### config.mk
export PLATFORM = sky130hd
export DESIGN_NAME = fetch_mem_arbiter_flat
export DESIGN_NICKNAME = d
export VERILOG_FILES = /design/src/rtl/fetch_mem_arbiter_if.sv /design/src/rtl/fetch_mem_arbiter.sv /design/src/flat_wrapper.sv
export SDC_FILE = /design/constraint.sdc
export NUM_CORES = 1
export LEC_CHECK = 0
export ABC_AREA = 0
export CAP_MARGIN = 20
export CORE_AREA = 4 4 102 104
export DETAILED_ROUTE_END_ITERATION = 10
export DIE_AREA = 0 0 106 108
export DONT_BUFFER_PORTS = 1
export GPL_TIMING_DRIVEN = 0
export PLACE_DENSITY = 0.51
export SYNTH_ARGS = -nofsm -noshare
export SYNTH_HDL_FRONTEND = slang
export SYNTH_SLANG_ARGS = --single-unit
### constraint.sdc
create_clock -name CLK -period 1.8 [get_ports CLK]
set_clock_uncertainty 0.15 [all_clocks]
set_input_delay 0.09 -clock CLK [delete_from_list [all_inputs] [get_ports CLK]]
set_output_delay 0.09 -clock CLK [all_outputs]
set_load 0.01 [all_outputs]
### src/rtl/fetch_mem_arbiter_if.sv
// Bundle of fetch/memory request channels and shared RAM port signals for fetch_mem_arbiter.
// slave is the arbiter's view; master is the stages-plus-RAM side.
interface fetch_mem_arbiter_if #(
  parameter int ADDR_W = 32,
  parameter int DATA_W = 32
);
  logic              iREN;
  logic [ADDR_W-1:0] iaddr;
  logic              ihit;
  logic [DATA_W-1:0] iload;
  logic              dREN;
  logic              dWEN;
  logic [ADDR_W-1:0] daddr;
  logic [DATA_W-1:0] dstore;
  logic              dhit;
  logic [DATA_W-1:0] dload;
  logic              ramREN;
  logic              ramWEN;
  logic [ADDR_W-1:0] ramaddr;
  logic [DATA_W-1:0] ramstore;
  logic [DATA_W-1:0] ramload;
  logic              ram_ready;

  modport slave (
    input  iREN, iaddr, dREN, dWEN, daddr, dstore, ramload, ram_ready,
    output ihit, iload, dhit, dload, ramREN, ramWEN, ramaddr, ramstore
  );

  modport master (
    output iREN, iaddr, dREN, dWEN, daddr, dstore, ramload, ram_ready,
    input  ihit, iload, dhit, dload, ramREN, ramWEN, ramaddr, ramstore
  );
endinterface

### src/rtl/fetch_mem_arbiter.sv
// Shares one RAM port between instruction fetch and data memory requests, data first.
// Define FETCH_MEM_ARB_STARVE_EN to add the instruction starvation guard (STARVE_MAX).
module fetch_mem_arbiter #(
  parameter int ADDR_W     = 32,
  parameter int DATA_W     = 32,
  parameter int STARVE_MAX = 4
) (
  input logic                CLK,
  input logic                nRST,
  fetch_mem_arbiter_if.slave io_arb
);

  typedef enum logic [1:0] {
    IDLE = 2'd0,
    IACC = 2'd1,
    DACC = 2'd2,
    TURN = 2'd3
  } state_t;

  state_t            r_state;
  state_t            w_next;
  logic              w_grantI;
  logic              w_grantD;
  logic              w_reqD;
  logic              w_forceI;
  logic              w_inAcc;
  logic              r_ren;
  logic              r_wen;
  logic [ADDR_W-1:0] r_addr;
  logic [DATA_W-1:0] r_store;

  assign w_reqD = io_arb.dREN | io_arb.dWEN;

`ifdef FETCH_MEM_ARB_STARVE_EN
  localparam int CW = $clog2(STARVE_MAX + 1);

  logic [CW-1:0] r_starve;

  assign w_forceI = io_arb.iREN && (r_starve == CW'(STARVE_MAX));

  // Counts data wins while a fetch waits; resets once fetch is served or stops asking.
  always_ff @(posedge CLK or negedge nRST) begin
    if (!nRST) begin
      r_starve <= '0;
    end else if (w_grantI || (r_state == IDLE && !io_arb.iREN)) begin
      r_starve <= '0;
    end else if (w_grantD && io_arb.iREN) begin
      r_starve <= r_starve + CW'(1);
    end
  end
`else
  assign w_forceI = 1'b0;
`endif

  always_comb begin
    w_next   = r_state;
    w_grantI = 1'b0;
    w_grantD = 1'b0;
    case (r_state)
      IDLE: begin
        if (w_forceI) begin
          w_grantI = 1'b1;
          w_next   = IACC;
        end else if (w_reqD) begin
          w_grantD = 1'b1;
          w_next   = DACC;
        end else if (io_arb.iREN) begin
          w_grantI = 1'b1;
          w_next   = IACC;
        end
      end
      IACC:    if (io_arb.ram_ready) w_next = TURN;
      DACC:    if (io_arb.ram_ready) w_next = TURN;
      TURN:    w_next = IDLE;
      default: w_next = IDLE;
    endcase
  end

  // Access parameters are frozen at grant so a squashed requester cannot disturb the RAM.
  always_ff @(posedge CLK or negedge nRST) begin
    if (!nRST) begin
      r_state <= IDLE;
      r_ren   <= 1'b0;
      r_wen   <= 1'b0;
      r_addr  <= '0;
      r_store <= '0;
    end else begin
      r_state <= w_next;
      if (w_grantI) begin
        r_ren  <= 1'b1;
        r_wen  <= 1'b0;
        r_addr <= io_arb.iaddr;
      end else if (w_grantD) begin
        r_ren   <= io_arb.dREN;
        r_wen   <= io_arb.dWEN;
        r_addr  <= io_arb.daddr;
        r_store <= io_arb.dstore;
      end
    end
  end

  assign w_inAcc = (r_state == IACC) || (r_state == DACC);

  assign io_arb.ramREN   = w_inAcc & r_ren;
  assign io_arb.ramWEN   = w_inAcc & r_wen;
  assign io_arb.ramaddr  = r_addr;
  assign io_arb.ramstore = r_store;
  assign io_arb.ihit     = (r_state == IACC) & io_arb.ram_ready & io_arb.iREN;
  assign io_arb.dhit     = (r_state == DACC) & io_arb.ram_ready & w_reqD;
  assign io_arb.iload    = io_arb.ramload;
  assign io_arb.dload    = io_arb.ramload;

endmodule
### src/flat_wrapper.sv
// flat-port wrapper written by rule: the top's interface ports become plain ports
module fetch_mem_arbiter_flat 
#(
  parameter int ADDR_W     = 32,
  parameter int DATA_W     = 32,
  parameter int STARVE_MAX = 4
)
  (CLK, nRST, io_arb_iREN, io_arb_iaddr, io_arb_dREN, io_arb_dWEN, io_arb_daddr, io_arb_dstore, io_arb_ramload, io_arb_ram_ready, io_arb_ihit, io_arb_iload, io_arb_dhit, io_arb_dload, io_arb_ramREN, io_arb_ramWEN, io_arb_ramaddr, io_arb_ramstore);
  fetch_mem_arbiter_if #(.ADDR_W(ADDR_W), .DATA_W(DATA_W)) io_arb_i ();
  input logic CLK;
  input logic nRST;
  input wire logic [$bits(io_arb_i.iREN)-1:0] io_arb_iREN;
  input wire logic [$bits(io_arb_i.iaddr)-1:0] io_arb_iaddr;
  input wire logic [$bits(io_arb_i.dREN)-1:0] io_arb_dREN;
  input wire logic [$bits(io_arb_i.dWEN)-1:0] io_arb_dWEN;
  input wire logic [$bits(io_arb_i.daddr)-1:0] io_arb_daddr;
  input wire logic [$bits(io_arb_i.dstore)-1:0] io_arb_dstore;
  input wire logic [$bits(io_arb_i.ramload)-1:0] io_arb_ramload;
  input wire logic [$bits(io_arb_i.ram_ready)-1:0] io_arb_ram_ready;
  output wire logic [$bits(io_arb_i.ihit)-1:0] io_arb_ihit;
  output wire logic [$bits(io_arb_i.iload)-1:0] io_arb_iload;
  output wire logic [$bits(io_arb_i.dhit)-1:0] io_arb_dhit;
  output wire logic [$bits(io_arb_i.dload)-1:0] io_arb_dload;
  output wire logic [$bits(io_arb_i.ramREN)-1:0] io_arb_ramREN;
  output wire logic [$bits(io_arb_i.ramWEN)-1:0] io_arb_ramWEN;
  output wire logic [$bits(io_arb_i.ramaddr)-1:0] io_arb_ramaddr;
  output wire logic [$bits(io_arb_i.ramstore)-1:0] io_arb_ramstore;
  assign io_arb_i.iREN = io_arb_iREN;
  assign io_arb_i.iaddr = io_arb_iaddr;
  assign io_arb_i.dREN = io_arb_dREN;
  assign io_arb_i.dWEN = io_arb_dWEN;
  assign io_arb_i.daddr = io_arb_daddr;
  assign io_arb_i.dstore = io_arb_dstore;
  assign io_arb_i.ramload = io_arb_ramload;
  assign io_arb_i.ram_ready = io_arb_ram_ready;
  assign io_arb_ihit = io_arb_i.ihit;
  assign io_arb_iload = io_arb_i.iload;
  assign io_arb_dhit = io_arb_i.dhit;
  assign io_arb_dload = io_arb_i.dload;
  assign io_arb_ramREN = io_arb_i.ramREN;
  assign io_arb_ramWEN = io_arb_i.ramWEN;
  assign io_arb_ramaddr = io_arb_i.ramaddr;
  assign io_arb_ramstore = io_arb_i.ramstore;
  fetch_mem_arbiter #(.ADDR_W(ADDR_W), .DATA_W(DATA_W), .STARVE_MAX(STARVE_MAX)) u_core (.CLK(CLK), .nRST(nRST), .io_arb(io_arb_i));
endmodule
* Yosys cells after proc, flatten, opt, wreduce, memory -nomap -nowiden
Index checks and enable logic that the tools add are counted.
** Word-level totals
- Input port bits :: 134
- Register bits :: 68
** Operators by class
- Bitwise logic cells :: 8
- Muxes and demuxes :: 15
- Reductions and logical operators :: 6
- Equality and inequality tests :: 5
** Operators by type and width (number)
- 32-bit 2-to-1 mux :: 2
- 1-bit 2-to-1 mux :: 9
- 1-bit bitwise AND :: 6
- 2-bit 2-to-1 mux :: 3
- 2-bit one-hot mux with 3 select lines :: 1
- 2-bit equality test, second input constant :: 2
- 2-bit AND reduction :: 2
- 3-bit by 2-bit != test with 1-bit output, second input constant :: 1
- 2-bit by 1-bit equality test with 1-bit output, second input constant :: 1
- 2-bit zero test :: 1
- 2-bit by 1-bit != test with 1-bit output, second input constant :: 1
- 2-bit nonzero test :: 1
- 2-bit OR reduction :: 1
- 1-bit logical OR :: 1
- 1-bit inverter :: 1
- 1-bit OR :: 1

* Depth between registers and ports, before layout
Gate-level depths: netlist of the first run.
- Depth in word-level cells :: 5
- Depth in mapped cells :: 7
- Gate-level depth less buffers :: 5

* Least setup slack after synthesis of the first run
Ideal clock, no wire load.
- Kind :: register to register
- From :: register u_core.r_state[0]
- To :: register u_core.r_addr[0] (netlist: u_core.io_arb.ramaddr[0])
- Slack :: 0.157 ns
- Library setup time :: 0.077 ns
- Data arrival time :: 1.415 ns
- Stages on the path, launching flop included :: 8
- Buffers on the path :: 2
- Cells stage by stage :: dfrtp_1 -> inv_1 -> ha_1 -> buf_2 -> o31a_2 -> clkbuf_1 -> nor2_1 -> a21oi_1
** Between the ends
- Longest elaborated chain between the ends :: 3
** RTL lines
- start: declaration :: line fetch_mem_arbiter.sv:20 : state_t r_state;
- start signal: assignment :: line fetch_mem_arbiter.sv:88 : r_state <= w_next;
- 2-bit zero test (*) :: line fetch_mem_arbiter.sv:59 : case (r_state)
- 1-bit 2-to-1 mux :: line fetch_mem_arbiter.sv:59
- 32-bit 2-to-1 mux or 2-bit nonzero test (tied branches)
- end signal: assignment :: line fetch_mem_arbiter.sv:92 : r_addr <= io_arb.iaddr;
- end signal: assignment :: line fetch_mem_arbiter.sv:96 : r_addr <= io_arb.daddr;
- end: declaration :: line fetch_mem_arbiter.sv:29 : logic [ADDR_W-1:0] r_addr;
Mark *: on every way between the ends. The rest lies on a longest branch, timed or not.
A chain may end at the register's enable or synchronous reset.

* Final worst setup path of the first run
- From :: register u_core.r_state[1]
- To :: register u_core.r_state[1]
** Between the ends
- Longest elaborated chain between the ends :: 4
** RTL lines (line)
- 2-bit equality test or 2-bit by 1-bit equality test with 1-bit output (tied branches) :: fetch_mem_arbiter.sv:59
- 2-bit OR reduction (no source line)
- 2-bit by 1-bit != test with 1-bit output (no source line)
- 2-bit AND reduction (no source line)
Several ways; a longest one is shown, not always the timed one.

==> results of run 1 <==
[cell usage after synthesis (2+ instances only)]
cell	n	area share [%]
buf_6	4	1.3
and2_1	2	0.36
buf_4	67	14
buf_2	4	0.57
ha_1	4	1.4
o22ai_2	20	7.2
nor2_1	35	3.8
a21oi_1	35	5.0
clkbuf_1	6	0.65
o22ai_1	12	2.2
mux2i_1	2	0.57
dfrtp_1	68	49
inv_1	3	0.32
mux2_2	33	11
[layout make-up]
class	instances	area share (%)
tap	133	3.36
multi-input combinational	153	23.8
clock inverter	7	1.97
inverter	3	0.227
sequential	68	34.3
buffer	82	12.7
timing repair buffer	103	21.2
clock buffer	9	2.50
[where the power goes]
group	total [mW]	internal [mW]	switching (mW)
Clock	1.39	0.787	0.602
Sequential	3.23	2.31	0.920
Combinational	2.22	1.19	1.03
[path summary, 6_finish.rpt]
kind,startpoint,end,slack (ns),depth (start not counted)
min,io_arb_dWEN,u_core.io_arb.ramaddr[31],0.07,4
min reg2reg,u_core.r_wen,u_core.r_wen,0.35,1
max reg2reg,u_core.r_state[1],u_core.r_state[1],0.12,4
max,u_core.r_state[1],u_core.r_state[1],0.12,4
max in group asynchronous,nRST,u_core.io_arb.ramaddr[10],1.09,2
min in group asynchronous,nRST,u_core.io_arb.ramstore[4],0.13,2
[repair_timing]
item	4_1_cts	5_1_grt
endpoints found under the hold margin	136	70
resized for setup	6	14
hold buffers	100	3
endpoints found under the setup margin	60	61
[flip-flops by register name (all words and copies together) (netlist names)]
register                flops
u_core.io_arb.ramaddr      32
u_core.io_arb.ramstore     32
u_core.r_ren                1
u_core.r_wen                1
u_core.r_state              2
[logic make-up (layout without fill, tap and decap cells)]
family	after synthesis	count (layout)	synth area share (%)
buffers and inverters	85	204	17.9
AOI/OAI and AO/OA	72	72	15.5
DFF	68	68	48.9
and+or+nand+nor	42	42	5.10
muxes	35	35	11.2
adders and majority gates	4	4	1.44
[layer usage]
| layer | track usage [%] | vias up | share of wire (%) |
|---|---|---|---|
| li1 | - | 1221 | - |
| met3 | 7.46 | 11 | 11 |
| met5 | 0 | - | 0 |
| met2 | 28.1 | 150 | 52 |
| met4 | 4.44 | 0 | 1.1 |
| met1 | 18.5 | 1260 | 36 |
[through the flow]
stage,cells,setup TNS [ns],setup WS [ns]
finish,558,0,0.117
global route,558,0,0.00304
CTS,555,-3.69,-0.0866
detailed placement,439,-7.81,-0.234
global placement,439,-5.63,-0.194
floorplan,306,0,0.157
[worst max-delay path, cell delays in order, from the launching register on]
cell,delay [ns]
dfrtp_1,0.40
inv_1,0.11
ha_2,0.31
a21oi_1,0.24
mux2_2,0.37
[cell usage in the layout, fill, tap and decap left out, types with 2 or more instances in the layout]
| cell type | netlist | final |
|---|---|---|
| nor2_1 | 35 | 35 |
| o22ai_1 | 12 | 12 |
| mux2_2 | 33 | 33 |
| clkbuf_2 | 0 | 2 |
| a21oi_1 | 35 | 35 |
| and2_1 | 2 | 2 |
| buf_4 | 67 | 69 |
| buf_6 | 4 | 5 |
| dfrtp_1 | 68 | 68 |
| buf_2 | 4 | 3 |
| clkinvlp_4 | 0 | 2 |
| dlygate4sd3_1 | 0 | 102 |
| inv_6 | 0 | 2 |
| ha_1 | 4 | 3 |
| mux2i_1 | 2 | 2 |
| bufinv_16 | 0 | 2 |
| clkbuf_8 | 0 | 9 |
| inv_1 | 3 | 2 |
| o22ai_2 | 20 | 20 |
==> impl_metrics.toml, run 1 <==
[run_status]
outcome = "finished, final reports clean"

[setup_path]
start_kind = "register"
endpoint_kind = "register"
worstPathRequired_ns = 1.87
cp_max_fo = 5
arrival_ns = 1.75
path_class = "register to register"

[cts]
cts_setup_buffers = 0
clk_latency_ns = 0.34
cts_tree = "built"
h-tree-depth = 3
clockBufferDepth = 2
numClockSinks = 68
numCtsBuffers = 9
cts-root-buf = "clkbuf_8"
clk_pin_slew_worst_paths_ns = 0.08

[drt]
drc = 0
via_per_inst = 4.73
drt-total-wl_mm = 10.0
avgRoutedWirePerCell_um = 18.0
detail-route-antenna-nets = 0
num_vias = 2642
drtIter0Drc = 115
dr.pass1.iters = 5

[cells_and_area]
area_growth_pct = 42.4
final.fill_count = 823
layout-drive-gt1-share_pct = 36.9
n_antenna_cell = 0
final_cell_area_um2 = 4960
multi_input_area_um2 = 1180
final_core_util_pct = 51.9
seqCellArea_um2 = 1700
nets = 558

[logic_synthesis]
yosysSeqAreaShare_pct = 48.9
ys_ff_latch = 68
synth.distinct_cells = 25
syn_inst = 306
syn-cell-area_um2 = 3480
synth_fp_nets = 444
yosys_warnings = 0
yosys_most_used_dff = "dfrtp_1"
synth-edff-count = 0
async_flop_share_pct = 100
synth.avg_cell_area_um2 = 11.4

[sta]
tightest_slew_ns = 0.408
fin_crit_ns = 1.68
holdWs_ns = 0.0693
period_share_pct = 93.5
finalSetupViolCount = 0
slew_headroom_pct = 72.8
fmax_ghz = 0.594
rsz0062_at_grt = "false"
final_hold_viol_count = 0
drv_slew = 0

[placed_design]
dpl_cell_area_um2 = 3650
port_buffers = 0
dpl.hpwl_mm = 6.89
gp_congestion = 0.727

[floorplan]
die_x_um = 106
dieArea_um2 = 11400
die_h_um = 108
core_um2 = 9550
initial_core_util_pct = 36.5
pin_count = 266
num_rows = 36

[grt]
first_global_vias = 2737
grt_usage_pct = 16.4
grt_first_pass_wirelength_mm = 14.6
grt_overflow = 0
grt_max_degree = 69
antenna_found_initial = 0

[power_and_ir_drop]
ir_worst_vdd_uv = 742
p_per_area_nw_per_um2 = 1380
fin_total_pwr_mw = 6.84
p_leak_nw = 2.14

[flow_run]
cap_violations = 0

[min_path]
holdCritPathClass = "primary input to register"
(Power assumes the default switching activity.)
==> run 2: changes to the inputs <==
--- a/config.mk
+++ b/config.mk
@@ -7,12 +7,14 @@
 export LEC_CHECK = 0
 export ABC_AREA = 0
 export CAP_MARGIN = 20
-export CORE_AREA = 4 4 102 104
+export CORE_AREA = 10 10 95 97
+export CTS_BUF_LIST = sky130_fd_sc_hd__clkbuf_2 sky130_fd_sc_hd__clkbuf_4 sky130_fd_sc_hd__clkbuf_8
 export DETAILED_ROUTE_END_ITERATION = 10
-export DIE_AREA = 0 0 106 108
+export DIE_AREA = 0 0 105 107
 export DONT_BUFFER_PORTS = 1
 export GPL_TIMING_DRIVEN = 0
-export PLACE_DENSITY = 0.51
+export PLACE_DENSITY = 0.64
+export SLEW_MARGIN = 10
 export SYNTH_ARGS = -nofsm -noshare
 export SYNTH_HDL_FRONTEND = slang
 export SYNTH_SLANG_ARGS = --single-unit
==> impl_metrics.toml, run 2 (synthesized netlist as in run 1, its figures left out) <==
[cells_and_area]
layout_commonest_cell = "dlygate4sd3_1"
layout-drive-gt1-share_pct = 37.2
final_core_util_pct = 68.5
nets = 555
layout_common_cells = "dlygate4sd3_1 (100), buf_4 (70), dfrtp_1 (68)"
final_cell_area_um2 = 4890
area_growth_pct = 40.4

[grt]
grt_overflow = 0
grt_max_degree = 69
antenna_found_initial = 2
first_global_vias = 3128
met1_usage_pct = 18.7
use_met3_pct = 11.0
gr-max-usage-layer = "met2"
met2_usage_pct = 37.3
grt_first_pass_wirelength_mm = 18.3
grt_usage_pct = 20.7

[cts]
cts_setup_buffers = 0
clk_pin_slew_worst_paths_ns = 0.08
cts_tree = "built"
numCtsBuffers = 9
ctsHoldBuffers = 100
cts-root-buf = "clkbuf_8"
clk_latency_ns = 0.34
clockBufferDepth = 2
numClockSinks = 68
h-tree-depth = 3

[placed_design]
gp_congestion = 0.804
port_buffers = 0
dpl.hpwl_mm = 8.51
dpl_cell_area_um2 = 3610

[setup_path]
worstPathRequired_ns = 1.92
slowest_stage = "dlygate4sd3_1"
critical_path.top_delay_family = "buffers and inverters"
reg2reg_to = "u_core.io_arb.ramaddr[20]"
endpoint_kind = "register"
cp_max_fo = 8
r2r-start = "u_core.r_state[1]"
start_kind = "primary input"
rrSetupSlack_ns = 0.09
path_buf_inv = 2
crit_top_cell = "dlygate4sd3_1"
cp_num_cells = 5
reg2regPathDepth = 7
crit_start = "io_arb_dREN"
worstPathCellList = "dlygate4sd3_1 > nor2_4 > o22ai_1 > dlygate4sd3_1 > a21oi_2"
path_class = "primary input to register"
arrival_ns = 1.90
max_stage_delay_ns = 0.67
crit_end = "u_core.io_arb.ramaddr[31]"

[run_status]
outcome = "complete, but fails checks"
violations = "negative hold slack"

[drt]
drtIter0Drc = 105
avgRoutedWirePerCell_um = 23.4
detail-route-antenna-nets = 0
num_vias = 2745
drc = 0
drt-total-wl_mm = 12.3
dr.pass1.iters = 4
via_per_inst = 5.25

[floorplan]
core_um2 = 7140
initial_core_util_pct = 48.8
dieArea_um2 = 11200
die_h_um = 107
num_rows = 31
pin_count = 266
die_x_um = 105

[sta]
fin_crit_ns = 1.79
tightest_slew_ns = 0.440
finalSetupViolCount = 0
fmax_ghz = 0.560
holdWs_ns = -0.716
period_share_pct = 99.2
drv_slew = 0
slew_headroom_pct = 70.7
final_hold_viol_count = 68
tns_ns = 0

[power_and_ir_drop]
ir_worst_vdd_uv = 865
p_leak_nw = 2.13
p_per_area_nw_per_um2 = 1430

[min_path]
holdCritPathClass = "primary input to async pin"

[flow_run]
cap_violations = 0
[run 2: changes by cell type in the layout (fill, tap and decap cells not counted), sizes merged]
| cell | delta |
|---|---|
| buf | -1 |
| dlygate4sd3 | -2 |
| inv | -2 |
| diode | +2 |
| clkinv | +1 |
| bufinv | +1 |
[run 2: timing repair]
action                                 in CTS  in global routing
setup endpoints to repair                  60                 56
endpoints found under the hold margin     136                 68
gates resized for setup                     8                 11
[run 2: final cells by class]
class | instances | area (um^2)
clock buffers | 9 | 124
repair buffers | 100 | 1000
plain buffers | 82 | 627
multi-input cells | 153 | 1180
clock inverters | 7 | 115
flip-flops and latches | 68 | 1700
fillers | 511 | 2250
diodes | 2 | 5.00
inverters | 3 | 11.3
well taps | 99 | 124
[run 2: through the flow]
step | power, mW | cells | worst slack [ns] | hold WS [ns]
2_1_floorplan | 4.65 | 306 | 0.157 | -0.356
4_1_cts | 6.98 | 521 | 0.0119 | -0.738
3_5_place_dp | 5.24 | 405 | -0.227 | -0.353
5_1_grt | 7.43 | 523 | -0.00928 | -0.742
3_3_place_gp | 5.18 | 405 | -0.187 | -0.353
6_report | 6.99 | 523 | 0.0139 | -0.716
[run 2: routing by layer]
layer  routed length [um]  vias up
met5                    0        -
met4                  359        0
met2                 6610      203
li1                     -     1216
met3                 1510       26
met1                 3780     1300
[run 2: power by group]
group | switching [mW] | leakage (nW) | total (mW) | internal [mW]
logic | 1.02 | 1.24 | 2.21 | 1.18
registers | 0.971 | 0.773 | 3.28 | 2.31
clock network | 0.586 | 0.115 | 1.50 | 0.914
[run 2: worst register-to-register path: stages, from the launching register on]
cell,delay [ns]
dfrtp_1,0.40
inv_1,0.11
ha_2,0.21
buf_4,0.17
o31a_4,0.18
clkbuf_4,0.19
nor2_1,0.06
a21oi_1,0.16
[run 2: how the worst min path moves through the flow]
stage,start,endpoint,slack [ns],cells past startpoint
2_1_floorplan,nRST,u_core.io_arb.ramaddr[0],-0.36,0
3_3_place_gp,nRST,u_core.io_arb.ramaddr[25],-0.35,0
3_5_place_dp,nRST,u_core.io_arb.ramaddr[27],-0.35,0
4_1_cts,nRST,u_core.io_arb.ramaddr[0],-0.74,0
5_1_grt,nRST,u_core.io_arb.ramstore[28],-0.74,0
6_report,nRST,u_core.io_arb.ramaddr[0],-0.72,0
==> run 3: changes to the inputs <==
--- a/config.mk
+++ b/config.mk
@@ -13,8 +13,8 @@
 export DIE_AREA = 0 0 105 107
 export DONT_BUFFER_PORTS = 1
 export GPL_TIMING_DRIVEN = 0
-export PLACE_DENSITY = 0.64
-export SLEW_MARGIN = 10
+export PLACE_DENSITY = 0.62
+export SLEW_MARGIN = 20
 export SYNTH_ARGS = -nofsm -noshare
 export SYNTH_HDL_FRONTEND = slang
 export SYNTH_SLANG_ARGS = --single-unit
==> constraint.sdc (replaced) <==
create_clock -name CLK -period 2.2 [get_ports CLK]
set_clock_uncertainty 0.15 [all_clocks]
set_input_delay 0.11 -clock CLK [delete_from_list [all_inputs] [get_ports CLK]]
set_output_delay 0.11 -clock CLK [all_outputs]
set_load 0.01 [all_outputs]
==> impl_metrics.toml, run 3 <==
[run_status]
outcome = "aborted with a tool error"
haltStage = "4_1_cts"
error = "[ERROR RSZ-0060] Max buffer count reached."

[placed_design]
gp_congestion = 0.822
port_buffers = 0
dpl.hpwl_mm = 8.63

[logic_synthesis]
ys_top_cells_by_area = "dfrtp_1 (49%), buf_4 (14%), mux2_2 (11%)"
yosysSeqAreaShare_pct = 48.9
async_flop_share_pct = 100
synth_commonest_cells = "dfrtp_1 (68), buf_4 (67), a21oi_1 (35), nor2_1 (35), mux2_2 (33)"
ys_ff_latch = 68
synth.largest_area_cell = "dfrtp_1"
synth.avg_cell_area_um2 = 11.4
yosysMostFrequentCell = "dfrtp_1"
synth.distinct_cells = 25
syn_inst = 306
yosys_warnings = 0
synth_fp_nets = 444
synth-edff-count = 0
syn-cell-area_um2 = 3480
yosys.area.top_type_share_pct = 48.9
yosys_most_used_dff = "dfrtp_1"

[cts]
numClockSinks = 68
clockBufferDepth = 2
ctsHoldBuffers = 102
cts_resized = 0
cts_setup_buffers = 0
h-tree-depth = 3
cts-root-buf = "clkbuf_8"
numCtsBuffers = 9

[floorplan]
die_x_um = 105
die_h_um = 107
initial_core_util_pct = 48.8
pin_count = 266
num_rows = 31
==> run 3: cell counts after synthesis <==
No cell type changed its count.
==> run 3: per-stage QoR <==
stage / cells / worst slack, ns / cell area, um^2
floorplan: 306 / 0.557 / 3480
global placement: 405 / 0.246 / 3610
detailed placement: 405 / 0.185 / 3610
==> run 3: cells by family after synthesis <==
family,Yosys count,share of synthesized area (%)
AO/OA/AOI/OAI,72,15.5
adder cells (fa/ha/maj),4,1.44
buffers and inverters,85,17.9
flip-flops,68,48.9
multiplexers,35,11.2
AND/OR/NAND/NOR,42,5.10
==> run 4: changes to the inputs <==
--- a/config.mk
+++ b/config.mk
@@ -7,13 +7,12 @@
 export LEC_CHECK = 0
 export ABC_AREA = 0
 export CAP_MARGIN = 20
-export CORE_AREA = 10 10 95 97
-export CTS_BUF_LIST = sky130_fd_sc_hd__clkbuf_2 sky130_fd_sc_hd__clkbuf_4 sky130_fd_sc_hd__clkbuf_8
+export CORE_MARGIN = 10
+export CORE_UTILIZATION = 40
 export DETAILED_ROUTE_END_ITERATION = 10
-export DIE_AREA = 0 0 105 107
 export DONT_BUFFER_PORTS = 1
 export GPL_TIMING_DRIVEN = 0
-export PLACE_DENSITY = 0.62
+export PLACE_DENSITY_LB_ADDON = 0.15
 export SLEW_MARGIN = 20
 export SYNTH_ARGS = -nofsm -noshare
 export SYNTH_HDL_FRONTEND = slang
==> impl_metrics.toml, run 4 <==
[logic_synthesis]
synth.avg_cell_area_um2 = 11.4
syn_inst = 306
ys_ff_latch = 68
yosys.area.top_type_share_pct = 48.9
synth.distinct_cells = 25
syn-cell-area_um2 = 3480
synth-edff-count = 0
synth_commonest_cells = "dfrtp_1 (68), buf_4 (67), a21oi_1 (35), nor2_1 (35), mux2_2 (33)"
ys_top_cells_by_area = "dfrtp_1 (49%), buf_4 (14%), mux2_2 (11%)"
yosys_most_used_dff = "dfrtp_1"
yosysSeqAreaShare_pct = 48.9
synth.largest_area_cell = "dfrtp_1"
yosys_warnings = 0
async_flop_share_pct = 100
yosysMostFrequentCell = "dfrtp_1"
synth_fp_nets = 444

[floorplan]
pin_count = 266
die_h_um = 113
initial_core_util_pct = 41.7
die_x_um = 113
num_rows = 33

[placed_design]
port_buffers = 0
dpl.hpwl_mm = 8.49
gp_congestion = 0.765

[cts]
h-tree-depth = 3
numCtsBuffers = 9
numClockSinks = 68
ctsHoldBuffers = 101
clockBufferDepth = 2
cts_setup_buffers = 0
cts-root-buf = "clkbuf_8"
cts_resized = 0

[run_status]
outcome = "aborted with a tool error"
error = "[ERROR RSZ-0060] Max buffer count reached."
haltStage = "4_1_cts"
## run 4: logic make-up after synthesis
family | Yosys count | synth area share (%)
buf+inv | 85 | 17.9
simple gates | 42 | 5.10
mux | 35 | 11.2
flops | 68 | 48.9
fa+ha+maj | 4 | 1.44
compound gates | 72 | 15.5
## run 4: stage by stage
stage                     cell area (um^2)  util, %  worst slack (ns)  hold slack (ns)  std cells
after floorplan                       3480        -             0.557           -0.336        306
after global placement                3610     43.3             0.220           -0.333        411
after detailed placement              3610     43.3             0.186           -0.333        411
